### config.mk
export PLATFORM = sky130hd
export DESIGN_NAME = phantom_clock_gate
export DESIGN_NICKNAME = d
export VERILOG_FILES = /design/src/rtl/phantom_clock_gate.sv
export SDC_FILE = /design/constraint.sdc
export NUM_CORES = 1
export LEC_CHECK = 0
export BUFFER_PORTS_ARGS = -buffer_cell sky130_fd_sc_hd__buf_2
export CORE_MARGIN = 10
export CORE_UTILIZATION = 50
export DETAILED_ROUTE_END_ITERATION = 6
export GPL_ROUTABILITY_DRIVEN = 0
export PLACE_DENSITY_LB_ADDON = 0.25
export SYNTH_ARGS = -nofsm -noshare
export SYNTH_HDL_FRONTEND = slang
export SYNTH_SLANG_ARGS = --single-unit
### constraint.sdc
create_clock -name C7M -period 5.3 [get_ports C7M]
set_clock_uncertainty 0.05 [all_clocks]
set_input_delay 1.59 -clock C7M [delete_from_list [all_inputs] [get_ports C7M]]
set_output_delay 1.59 -clock C7M [all_outputs]
set_load 0.005 [all_outputs]
### src/rtl/phantom_clock_gate.sv
// -----------------------------------------------------------------------------
// phantom_clock_gate
//
// Phantom real-time clock that sits behind the card's RAM/ROM decode. While
// idle it passes the RAM/ROM select straight through and watches write
// accesses for a 64-bit unlock pattern on A0. Once the pattern is seen, the
// next 64 RAM/ROM accesses are stolen from the memory. On each of them the
// host either shifts a bit out of a snapshot of the time register (A2=1) or
// shifts a bit in (A2=0). If the 64th stolen access is a write, the shifted-in
// value becomes the new time. The time register counts in BCD from a 100 Hz
// tick.
//
// Ports
//   C7M            in   system clock, all state changes on the rising edge
//   RES            in   synchronous active-high reset
//   nRAMROMCS      in   active-low RAM/ROM select from the card decode
//   ACC            in   one-cycle access strobe, one per bus cycle
//   A0             in   serial data-in bit
//   A2             in   1 = read access, 0 = write access
//   TICK           in   one-cycle 100 Hz strobe
//   RAMROMCSgb     out  gated select to the ROM/SRAM, active high
//   Q              out  serial data-out bit for D[0]
//   QOE            out  drive Q onto D[0]
//   dbg_clock_mode out  1 while the clock owns the bus (CLOCK state)
//   dbg_cnt        out  pattern-match count (idle) or access count (clock)
//   dbg_time       out  current time register
//
// Access qualification: an access counts only when ACC is high in the same
// cycle as nRAMROMCS is low. ACC with the select inactive is a sequencer fault
// and is ignored.
//
// Time layout {yr,mon,date,day,hr,min,sec,hsec}, one BCD byte each.
// -----------------------------------------------------------------------------
module phantom_clock_gate #(
   parameter logic [63:0] INIT_TIME = 64'h0001_0101_0000_0000,
   parameter logic [63:0] PATTERN   = 64'h5CA3_3AC5_5CA3_3AC5
) (
   input  logic        C7M,
   input  logic        RES,
   input  logic        nRAMROMCS,
   input  logic        ACC,
   input  logic        A0,
   input  logic        A2,
   input  logic        TICK,
   output logic        RAMROMCSgb,
   output logic        Q,
   output logic        QOE,
   output logic        dbg_clock_mode,
   output logic [5:0]  dbg_cnt,
   output logic [63:0] dbg_time
);

   typedef enum logic {IDLE = 1'b0, CLOCK = 1'b1} state_t;

   state_t      state_q, state_d;
   logic [5:0]  cnt_q, cnt_d;
   logic [63:0] shadow_q, shadow_d;
   // The time register is never reset; it is loaded at configuration only.
   logic [63:0] time_q = INIT_TIME;
   logic [63:0] time_d;
   logic [63:0] time_tick;
   logic        acc_v;

   logic [8:0]  hs_r, se_r, mi_r, hr_r, dy_r;
   logic        c_sec, c_min, c_hr, c_day;
   logic [2:0]  tick_unused;

   // One BCD field step: {carry, next}. At max the field wraps to wrap_to and
   // carries. A units nibble of 9 or above (including invalid codes) rolls to
   // 0 and bumps the tens nibble, which likewise rolls to 0 from 9 or above.
   function automatic logic [8:0] bcd_inc(input logic [7:0] v,
                                          input logic [7:0] max,
                                          input logic [7:0] wrap_to);
      logic [3:0] hi, lo;
      if (v == max) begin
         return {1'b1, wrap_to};
      end
      if (v[3:0] >= 4'd9) begin
         lo = 4'd0;
         hi = (v[7:4] >= 4'd9) ? 4'd0 : v[7:4] + 4'd1;
      end else begin
         lo = v[3:0] + 4'd1;
         hi = v[7:4];
      end
      return {1'b0, hi, lo};
   endfunction

   // Tick arithmetic: hsec always steps, each higher field steps only when
   // every field below it wrapped. Date, month and year are never touched.
   always_comb begin
      hs_r  = bcd_inc(time_q[7:0],   8'h99, 8'h00);
      se_r  = bcd_inc(time_q[15:8],  8'h59, 8'h00);
      mi_r  = bcd_inc(time_q[23:16], 8'h59, 8'h00);
      // Only hr[5:0] counts; hr[7:6] are held as written.
      hr_r  = bcd_inc({2'b00, time_q[29:24]}, 8'h23, 8'h00);
      dy_r  = bcd_inc(time_q[39:32], 8'h07, 8'h01);
      c_sec = hs_r[8];
      c_min = c_sec & se_r[8];
      c_hr  = c_min & mi_r[8];
      c_day = c_hr  & hr_r[8];
      time_tick        = time_q;
      time_tick[7:0]   = hs_r[7:0];
      time_tick[15:8]  = c_sec ? se_r[7:0] : time_q[15:8];
      time_tick[23:16] = c_min ? mi_r[7:0] : time_q[23:16];
      time_tick[29:24] = c_hr  ? hr_r[5:0] : time_q[29:24];
      time_tick[39:32] = c_day ? dy_r[7:0] : time_q[39:32];
   end

   assign tick_unused = {hr_r[7:6], dy_r[8]};

   assign acc_v = ACC & ~nRAMROMCS;

   always_comb begin
      state_d  = state_q;
      cnt_d    = cnt_q;
      shadow_d = shadow_q;
      time_d   = TICK ? time_tick : time_q;
      if (acc_v) begin
         case (state_q)
            IDLE: begin
               // Any read or wrong bit restarts the hunt; the offending
               // access itself is not taken as a new first bit.
               if (!A2 && (A0 == PATTERN[cnt_q])) begin
                  if (cnt_q == 6'd63) begin
                     state_d  = CLOCK;
                     cnt_d    = 6'd0;
                     shadow_d = time_q;
                  end else begin
                     cnt_d = cnt_q + 6'd1;
                  end
               end else begin
                  cnt_d = 6'd0;
               end
            end
            CLOCK: begin
               shadow_d = {(A2 ? 1'b0 : A0), shadow_q[63:1]};
               cnt_d    = cnt_q + 6'd1;
               if (cnt_q == 6'd63) begin
                  state_d = IDLE;
                  cnt_d   = 6'd0;
                  // A commit overrides a coincident tick; reset aborts it.
                  if (!A2 && !RES) begin
                     time_d = shadow_d;
                  end
               end
            end
            default: begin
               state_d = IDLE;
            end
         endcase
      end
   end

   always_ff @(posedge C7M) begin
      if (RES) begin
         state_q  <= IDLE;
         cnt_q    <= 6'd0;
         shadow_q <= 64'd0;
      end else begin
         state_q  <= state_d;
         cnt_q    <= cnt_d;
         shadow_q <= shadow_d;
      end
      time_q <= time_d;
   end

   assign RAMROMCSgb     = ~nRAMROMCS & (state_q == IDLE);
   assign Q              = shadow_q[0];
   assign QOE            = (state_q == CLOCK) & A2 & ~nRAMROMCS;
   assign dbg_clock_mode = (state_q == CLOCK);
   assign dbg_cnt        = cnt_q;
   assign dbg_time       = time_q;

endmodule

After elaboration in Yosys (flattened, before gate mapping)
Memories as Yosys holds them, arrays and structs flattened. A register that Yosys moved wholly into a read port is not among the register bits.
Cells that the tools add are included.
{"block": "word_totals", "register_bits": 135, "latch_bits": 0, "ram_bits": 0, "romBits": 64, "input_bits": 7, "output_inout_bits": 74, "n_memories": 1}
{"name": "(no name shown)", "words": 64, "word_bits": 1, "rd": 1, "rd_ports_with_merged_regs": 1, "write_ports": 0, "line": "123", "source": "if (!A2 && (A0 == PATTERN[cnt_q])) begin"}
{"block": "op_classes", "n_addsub": 11, "mul": 0, "div_mod_pow": 0, "magnitude_cmp": 11, "n_eq_ne": 9, "shifts": 0, "n_mux": 53, "bitwise": 9, "reduce_logical": 5}
{"operator": "$mux 64", "n": 6}
{"operator": "$pmux 64 s2", "n": 1}
{"operator": "$mux 9", "n": 8}
{"operator": "$mux 4", "n": 13}
{"operator": "$mux 40", "n": 1}
{"operator": "$mux 8", "n": 5}
{"operator": "$add 4x1->4 const B", "n": 9}
{"operator": "$ge 4x4->1 const B", "n": 9}
{"operator": "$mux 6", "n": 5}
{"operator": "$eq 8x7->1 const B", "n": 2}
{"operator": "$eq 6x6->1 const B", "n": 2}
{"operator": "$pmux 6 s2", "n": 1}
{"operator": "$mux 1", "n": 10}
{"operator": "$eq 8x3->1 const B", "n": 1}
{"operator": "$eq 8x8->1 const B", "n": 1}
{"operator": "$and 1x1->1", "n": 7}
{"operator": "$lt 6x7->1 const B", "n": 1}
{"operator": "$add 6x1->6 const B", "n": 1}
{"operator": "$mux 3", "n": 2}
{"operator": "$ge 2x4->1 const B", "n": 1}
{"operator": "$ne 2x2->1 const B", "n": 2}
{"operator": "$add 2x1->3 const B", "n": 1}
{"operator": "$reduce_and 3->1", "n": 1}
{"operator": "$logic_and 1x1->1", "n": 2}
{"operator": "other kinds (4)", "n": 6}

Longest topological paths before layout
Gate-level depths: netlist of run 1.
{"block": "logic_depth", "ltp_word": 13, "depth_mapped": 9, "mapped_depth_nobuf": 8}

Worst setup path after synthesis of run 1
Ideal clock, no wire load.
{"block": "synth_timing", "kind": "in2out", "start": "input A2", "end": "output QOE", "t_arrival_ns": 1.848, "required_ns": 3.660, "setup_slack_ns": 1.812, "cell_stages": 2, "cell_sequence": "inv_1 > nor3_1"}
{"block": "synth_via", "elab_chain_cells": 2}
{"element": "from (decl)", "line": "43", "source": "input logic A2,"}
{"element": "$and 1x1->1 (2 in series)", "line": "169", "source": "assign QOE = (state_q == CLOCK) & A2 & ~nRAMROMCS;"}
{"element": "to (decl)", "line": "47", "source": "output logic QOE,"}
Every way passes these cells.

Worst setup path after layout of run 1
Ends and elaborated chain as after synthesis.

==> results.sh, run 1 <==
export IMPL_post_cts_setup_buffer_count=0
export IMPL_die_w_um=135
export IMPL_finalCritPeriodShare=0.703
export IMPL_cts_root_buffer="clkbuf_16"
export IMPL_synth_area_leaders="dfxtp_1 (33%), edfxtp_1 (12%), mux2i_1 (10%)"
export IMPL_synthesis_yosys_warnings=0
export IMPL_run_status="complete, no violations"
export IMPL_worstHoldPathType="flop to flop"
export IMPL_num_nets_final=802
export IMPL_inserted_clock_buffers=17
export IMPL_vias_cell=5.57
export IMPL_hold_viol=0
export IMPL_timing_critical_path_fanout_max=5
export IMPL_clkTransAtPathRegs_ns=0.06
export IMPL_dr_pass1_iters=4
export IMPL_core_area_um2=13100
export IMPL_timing_slew_headroom=0.205
export IMPL_reg2reg_depth=5
export IMPL_synth_async_sr_flop_share=0
export IMPL_final_max_slew_violation_count=0
export IMPL_synth_simple_gate_area_frac=0.152
export IMPL_starting_utilization_of_the_core_area=0.506
export IMPL_finalCriticalPeriod_ns=3.73
export IMPL_grt_pass1_vias=5036
export IMPL_cts_hold_buf=0
export IMPL_critPathMostFrequentCell="buf_2"
export IMPL_worst_pin_slew_ns=1.19
export IMPL_crit_path_start="A2"
export IMPL_critical_path_cell_chain="buf_2 > inv_1 > nor3_1 > buf_2"
export IMPL_yosys_mux_area_fraction=0.104
export IMPL_critical_path_slowest_cell="nor3_1"
export IMPL_layout_filler_cells=1122
export IMPL_io_pins=81
export IMPL_post_synth_inst_count=701
export IMPL_endpoint_kind="primary output"
export IMPL_mostFrequentLayoutCells="dfxtp_1 (109), nor2_1 (105), buf_2 (80)"
export IMPL_synthesized_area_per_cell_um2=9.48
export IMPL_setup_ws_ns=1.57
export IMPL_critPathCapture="QOE"
export IMPL_critPathArrivalTime_ns=2.09
export IMPL_post_route_cells_drive_above_1_share=0.174
export IMPL_wire_length_of_the_first_global_routing_pass_mm=25.5
export IMPL_numPortBuffers=80
export IMPL_grt_total_usage=0.170
export IMPL_synth_adder_area_share=0.0565
export IMPL_postSynthRegisterBits=136
export IMPL_floorplan_die_area_um2=18300
export IMPL_std_cell_rows=42
export IMPL_leakage_nw=2.93
export IMPL_hpwl_mm=10.1
export IMPL_count_of_vias_placed_by_the_detailed_router=5317
export IMPL_clockBufferDepth=2
export IMPL_synth_area_leader_cell="dfxtp_1"
export IMPL_synth_yosys_seq_area_share=0.449
export IMPL_power_density_over_the_cells_nw_per_um2=334
export IMPL_setup_violations=0
export IMPL_synth_xor_xnor_area_share=0.0105
export IMPL_drt_initial_drc_count=291
export IMPL_reg_to_reg_critical_path_startpoint="dbg_clock_mode"
export IMPL_antenna_left=0
export IMPL_tritoncts_clock_tree="built"
export IMPL_synth_net_count=738
export IMPL_timing_critical_path_slowest_cell_delay_ns=0.16
export IMPL_worstSkewPairLatency_ns=0.42
export IMPL_route_detailed_wl_per_inst_um=16.2
export IMPL_rrSetupSlack_ns=2.40
export IMPL_clock_sinks=136
export IMPL_rsz0062_at_grt="false"
export IMPL_worst_ir_drop_vdd_v=0.000235
export IMPL_max_freq_mhz=268
export IMPL_synth_top_cell_area_share=0.331
export IMPL_globalRouteOverflowTotal=0
export IMPL_routed_wirelength_mm=15.5
export IMPL_dieHeight_um=135
export IMPL_setup_tns_ns=0
export IMPL_layout_commonest_cell="dfxtp_1"
export IMPL_synth_area_um2=6650
export IMPL_unique_cell_type_count_in_the_yosys_netlist=69
export IMPL_dp_worst_setup_slack_ns=1.21
export IMPL_cp_required_ns=3.66
export IMPL_synth_enable_flop_cells=26
export IMPL_synth_compound_gate_area_share=0.183
export IMPL_antennaDiodeCount=0
export IMPL_antenna_found_initial=0
export IMPL_critPathLaunchType="input port"
export IMPL_r2r_end="shadow_q[59]"
export IMPL_maxCapViolations=0
export IMPL_pin_count_of_the_biggest_net_entering_global_routing=81
export IMPL_drc=0
export IMPL_post_cts_resized_instances=0
export IMPL_area_growth_syn_to_layout_pct=17.5
export IMPL_critical_path_class="input port to primary output"
export IMPL_synth_top_family_by_area="compound AO/OA/AOI/OAI gates"
export IMPL_clock_tree_htree_level_count=4
export IMPL_synth_ff_type="dfxtp_1"
==> worst max-delay path, delay by kind of cell <==
| kind | cells | cell delay [ns] |
|---|---|---|
| and+or+nand+nor | 1 | 0.16 |
| buffers and inverters | 3 | 0.34 |
==> kinds of logic after synthesis <==
group                      after synthesis
AOI/OAI and AO/OA                      173
xor gates and xnor gates                 8
adders and majority gates               30
buffers and inverters                   74
DFF                                    136
muxes                                   69
and+or+nand+nor                        211
==> synthesized netlist by cell type (3+ instances only) <==
cell type / number
dfxtp_1: 110
nor2_1: 105
mux2i_1: 68
a211oi_1: 66
nand2_1: 41
inv_1: 32
ha_1: 30
edfxtp_1: 26
o21ai_0: 25
clkbuf_1: 21
a21oi_1: 18
nor3_1: 12
o31ai_1: 12
buf_2: 11
nand3_1: 10
a31oi_1: 8
a41oi_1: 6
buf_1: 6
o21a_1: 5
a22o_1: 4
and3_1: 4
nand2b_1: 4
nand4_1: 4
o211ai_1: 4
xnor2_1: 4
xor2_1: 4
a21boi_0: 3
nand4b_1: 3
or2_2: 3
==> state kept, by name (all words and copies together), names as in the netlist, named ones only <==
signal,cells
dbg_clock_mode,1
shadow_q,64
dbg_time,64
dbg_cnt,6
==> worst min-delay path by stage <==
stage,from,endpoint,slack (ns),depth (start not counted)
after floorplan,shadow_q[41],dbg_time[40],0.38,0
after global placement,shadow_q[48],dbg_time[47],0.39,0
after detailed placement,shadow_q[47],dbg_time[46],0.39,0
after CTS,shadow_q[44],dbg_time[43],0.41,0
after global routing,shadow_q[46],dbg_time[45],0.42,0
final,shadow_q[49],dbg_time[48],0.41,0
==> metrics by stage <==
step	util	std cells	area, µm²	power [W]	hold WS (ns)
finish	0.594	954	7810	0.00261	0.405
global route	0.594	954	7810	0.00272	0.421
CTS	0.594	954	7810	0.00263	0.407
detailed placement	0.546	922	7170	0.00136	0.393
global placement	0.546	922	7170	0.00135	0.389
floorplan	-	701	6650	0.00128	0.381
==> power by group <==
part	switching [W]	total [W]	leakage, nW	internal [W]
Clock	0.000439	0.00127	0.306	0.000835
Combinational	0.000104	0.000198	1.45	0.0000933
Sequential	0.0000554	0.00114	1.17	0.00108
Total	0.000599	0.00261	2.93	0.00201
==> area by class of cell <==
class,count,area (µm²),share of cell area
clock inverter,12,201,0.0258
tap,176,220,0.0282
inverter,34,128,0.0163
sequential,136,2990,0.382
clock buffer,20,437,0.0559
timing repair buffer,85,463,0.0593
multi-input combinational,491,3370,0.432
==> routing by layer <==
metal  up-vias  part of all wire  wire length (µm)  GRT usage
met3        13             0.048               743     0.0508
met2        85              0.48              7450      0.279
met4         0             0.010               160     0.0544
li1       2693                 -                 -          -
met5         -                 0                 0          0
met1      2526              0.46              7100      0.208
Power figures use the tool's default switching activity.
==> run 2: changes to the inputs <==
- ABC_AREA: not set -> 1
- clock period: 5.3 -> 3.75 ns (I/O delays scaled with it)
==> results.sh, run 2 <==
export IMPL_clkTransAtPathRegs_ns=0.06
export IMPL_dp_worst_setup_slack_ns=0.843
export IMPL_dpl_instance_area_um2=7120
export IMPL_pin_count_of_the_biggest_net_entering_global_routing=68
export IMPL_post_route_cells_drive_above_1_share=0.146
export IMPL_numPortBuffers=80
export IMPL_finalCriticalPeriod_ns=2.76
export IMPL_synthesis_yosys_warnings=0
export IMPL_clockBufferDepth=2
export IMPL_antennaDiodeCount=0
export IMPL_num_nets_final=967
export IMPL_io_pins=81
export IMPL_post_synth_top_count_cell="nand2_1"
export IMPL_critical_path_class="flop to primary output"
export IMPL_synth_area_leader_cell="dfxtp_1"
export IMPL_rrSetupSlack_ns=1.29
export IMPL_reg_to_reg_critical_path_startpoint="dbg_cnt[0]"
export IMPL_r2r_end="shadow_q[28]"
export IMPL_timing_slew_headroom=0.503
export IMPL_maxCapViolations=0
export IMPL_std_cell_rows=41
export IMPL_synth_area_um2=6610
export IMPL_rsz0062_at_grt="false"
export IMPL_tritoncts_clock_tree="built"
export IMPL_final_max_slew_violation_count=0
export IMPL_antenna_found_initial=0
export IMPL_setup_ws_ns=0.991
export IMPL_count_of_vias_placed_by_the_detailed_router=5904
export IMPL_synth_enable_flop_cells=26
export IMPL_vias_cell=5.30
export IMPL_worstHoldPathType="flop to flop"
export IMPL_wire_length_of_the_first_global_routing_pass_mm=26.7
export IMPL_leakage_nw=3.59
export IMPL_setup_violations=0
export IMPL_dieHeight_um=135
export IMPL_postSynthRegisterBits=136
export IMPL_mostFrequentLayoutCells="nand2_1 (250), dfxtp_1 (109), o21ai_0 (86)"
export IMPL_critPathLaunchType="flop"
export IMPL_starting_utilization_of_the_core_area=0.517
export IMPL_core_area_um2=12800
export IMPL_synthesized_area_per_cell_um2=7.62
export IMPL_post_cts_resized_instances=0
export IMPL_synth_top_cell_area_share=0.333
export IMPL_critPathCapture="dbg_clock_mode"
export IMPL_hold_viol=0
export IMPL_hpwl_mm=10.4
export IMPL_layout_filler_cells=1172
export IMPL_inserted_clock_buffers=17
export IMPL_post_cts_setup_buffer_count=0
export IMPL_grt_total_usage=0.177
export IMPL_cp_required_ns=2.57
export IMPL_post_synth_inst_count=867
export IMPL_reg2reg_depth=10
export IMPL_layout_commonest_cell="nand2_1"
export IMPL_setup_tns_ns=0
export IMPL_synth_net_count=904
export IMPL_synth_ff_type="dfxtp_1"
export IMPL_cts_root_buffer="clkbuf_16"
export IMPL_worstSkewPairLatency_ns=0.42
export IMPL_globalRouteOverflowTotal=0
export IMPL_yosys_top_cells_count="nand2_1 (250), dfxtp_1 (110), o21ai_0 (86), inv_1 (74), a31oi_1 (67)"
export IMPL_synth_yosys_seq_area_share=0.451
export IMPL_dr_pass1_iters=5
export IMPL_worst_ir_drop_vdd_v=0.000317
export IMPL_crit_path_start="dbg_clock_mode"
export IMPL_clock_sinks=136
export IMPL_power_density_over_the_cells_nw_per_um2=482
export IMPL_drc=0
export IMPL_unique_cell_type_count_in_the_yosys_netlist=34
export IMPL_postLayoutCoreUtil=0.605
export IMPL_run_status="complete, no violations"
export IMPL_max_freq_mhz=362
export IMPL_critPathArrivalTime_ns=1.58
export IMPL_finalCritPeriodShare=0.736
export IMPL_synth_async_sr_flop_share=0
export IMPL_synth_area_leaders="dfxtp_1 (33%), nand2_1 (14%), edfxtp_1 (12%)"
export IMPL_worst_pin_slew_ns=0.745
export IMPL_grt_pass1_vias=5406
export IMPL_post_route_cell_area_um2=7720
export IMPL_die_w_um=135
export IMPL_drt_initial_drc_count=616
export IMPL_antenna_left=0
export IMPL_routed_wirelength_mm=15.8
export IMPL_route_detailed_wl_per_inst_um=14.2
export IMPL_timing_critical_path_fanout_max=67
export IMPL_cts_hold_buf=0
export IMPL_endpoint_kind="primary output"
export IMPL_clock_tree_htree_level_count=4
export IMPL_floorplan_die_area_um2=18200
export IMPL_area_growth_syn_to_layout_pct=16.9
## run 2: changes by cell type after synthesis, moves of 59 or more
cell      previous run  this run
a211oi_1            66         0
nor2_1             105        44
nand2_1             41       250
mux2i_1             68         0
o21ai_0             25        86
a31oi_1              8        67
## run 2: metrics by stage
stage,hold slack [ns],instances,power (W)
3_5_place_dp,0.385,1083,0.00204
2_1_floorplan,0.375,867,0.00190
3_3_place_gp,0.383,1083,0.00204
5_1_grt,0.426,1115,0.00390
4_1_cts,0.399,1115,0.00376
6_report,0.396,1115,0.00373
## run 2: kinds of logic (layout without fill, tap and decap cells)
group                    after synthesis  count (layout)  synth area share
AO/OA/AOI/OAI                        198             198             0.165
XOR/XNOR                              10              10            0.0133
adder cells (fa/ha/maj)               30              30            0.0568
buffers and inverters                123             199            0.0750
flip-flops                           136             136             0.451
AND/OR/NAND/NOR                      370             370             0.238
## run 2: power by group
part	switching, W	internal, W	leakage, nW	total, W
Combinational	0.000213	0.000161	2.22	0.000374
Clock	0.000593	0.00112	0.295	0.00171
Sequential	0.0000924	0.00154	1.07	0.00164
## run 2: area by class of cell
cell class / instances / area [µm²] / area share
Timing Repair Buffer: 87 / 490 / 0.0635
Inverter: 80 / 300 / 0.0389
Tap cell: 172 / 215 / 0.0279
Sequential cell: 136 / 2980 / 0.386
Clock inverter: 10 / 151 / 0.0196
Clock buffer: 22 / 454 / 0.0588
Multi-Input combinational cell: 608 / 3130 / 0.405
## run 2: layer usage
| layer | wire length, µm | GRT usage | vias up |
|---|---|---|---|
| li1 | - | - | 3021 |
| met1 | 7500 | 0.226 | 2736 |
| met2 | 7100 | 0.273 | 127 |
| met3 | 934 | 0.0508 | 20 |
| met4 | 254 | 0.0706 | 0 |
| met5 | 0 | 0 | - |
## run 2: worst min-delay path by stage
stage                     depth (start not counted)  slack [ns]      endpoint    startpoint
after floorplan                                   0        0.37  dbg_time[62]  shadow_q[63]
after global placement                            0        0.38  dbg_time[61]  shadow_q[62]
after detailed placement                          0        0.39  dbg_time[47]  shadow_q[48]
after CTS                                         0        0.40  dbg_time[61]  shadow_q[62]
after global routing                              0        0.43  dbg_time[51]  shadow_q[52]
final                                             0        0.40  dbg_time[61]  shadow_q[62]
## run 2: worst max-delay path, cell delays in order (launching register included)
cell and delay, ns:
dfxtp_2 0.33, buf_4 0.56, buf_2 0.24
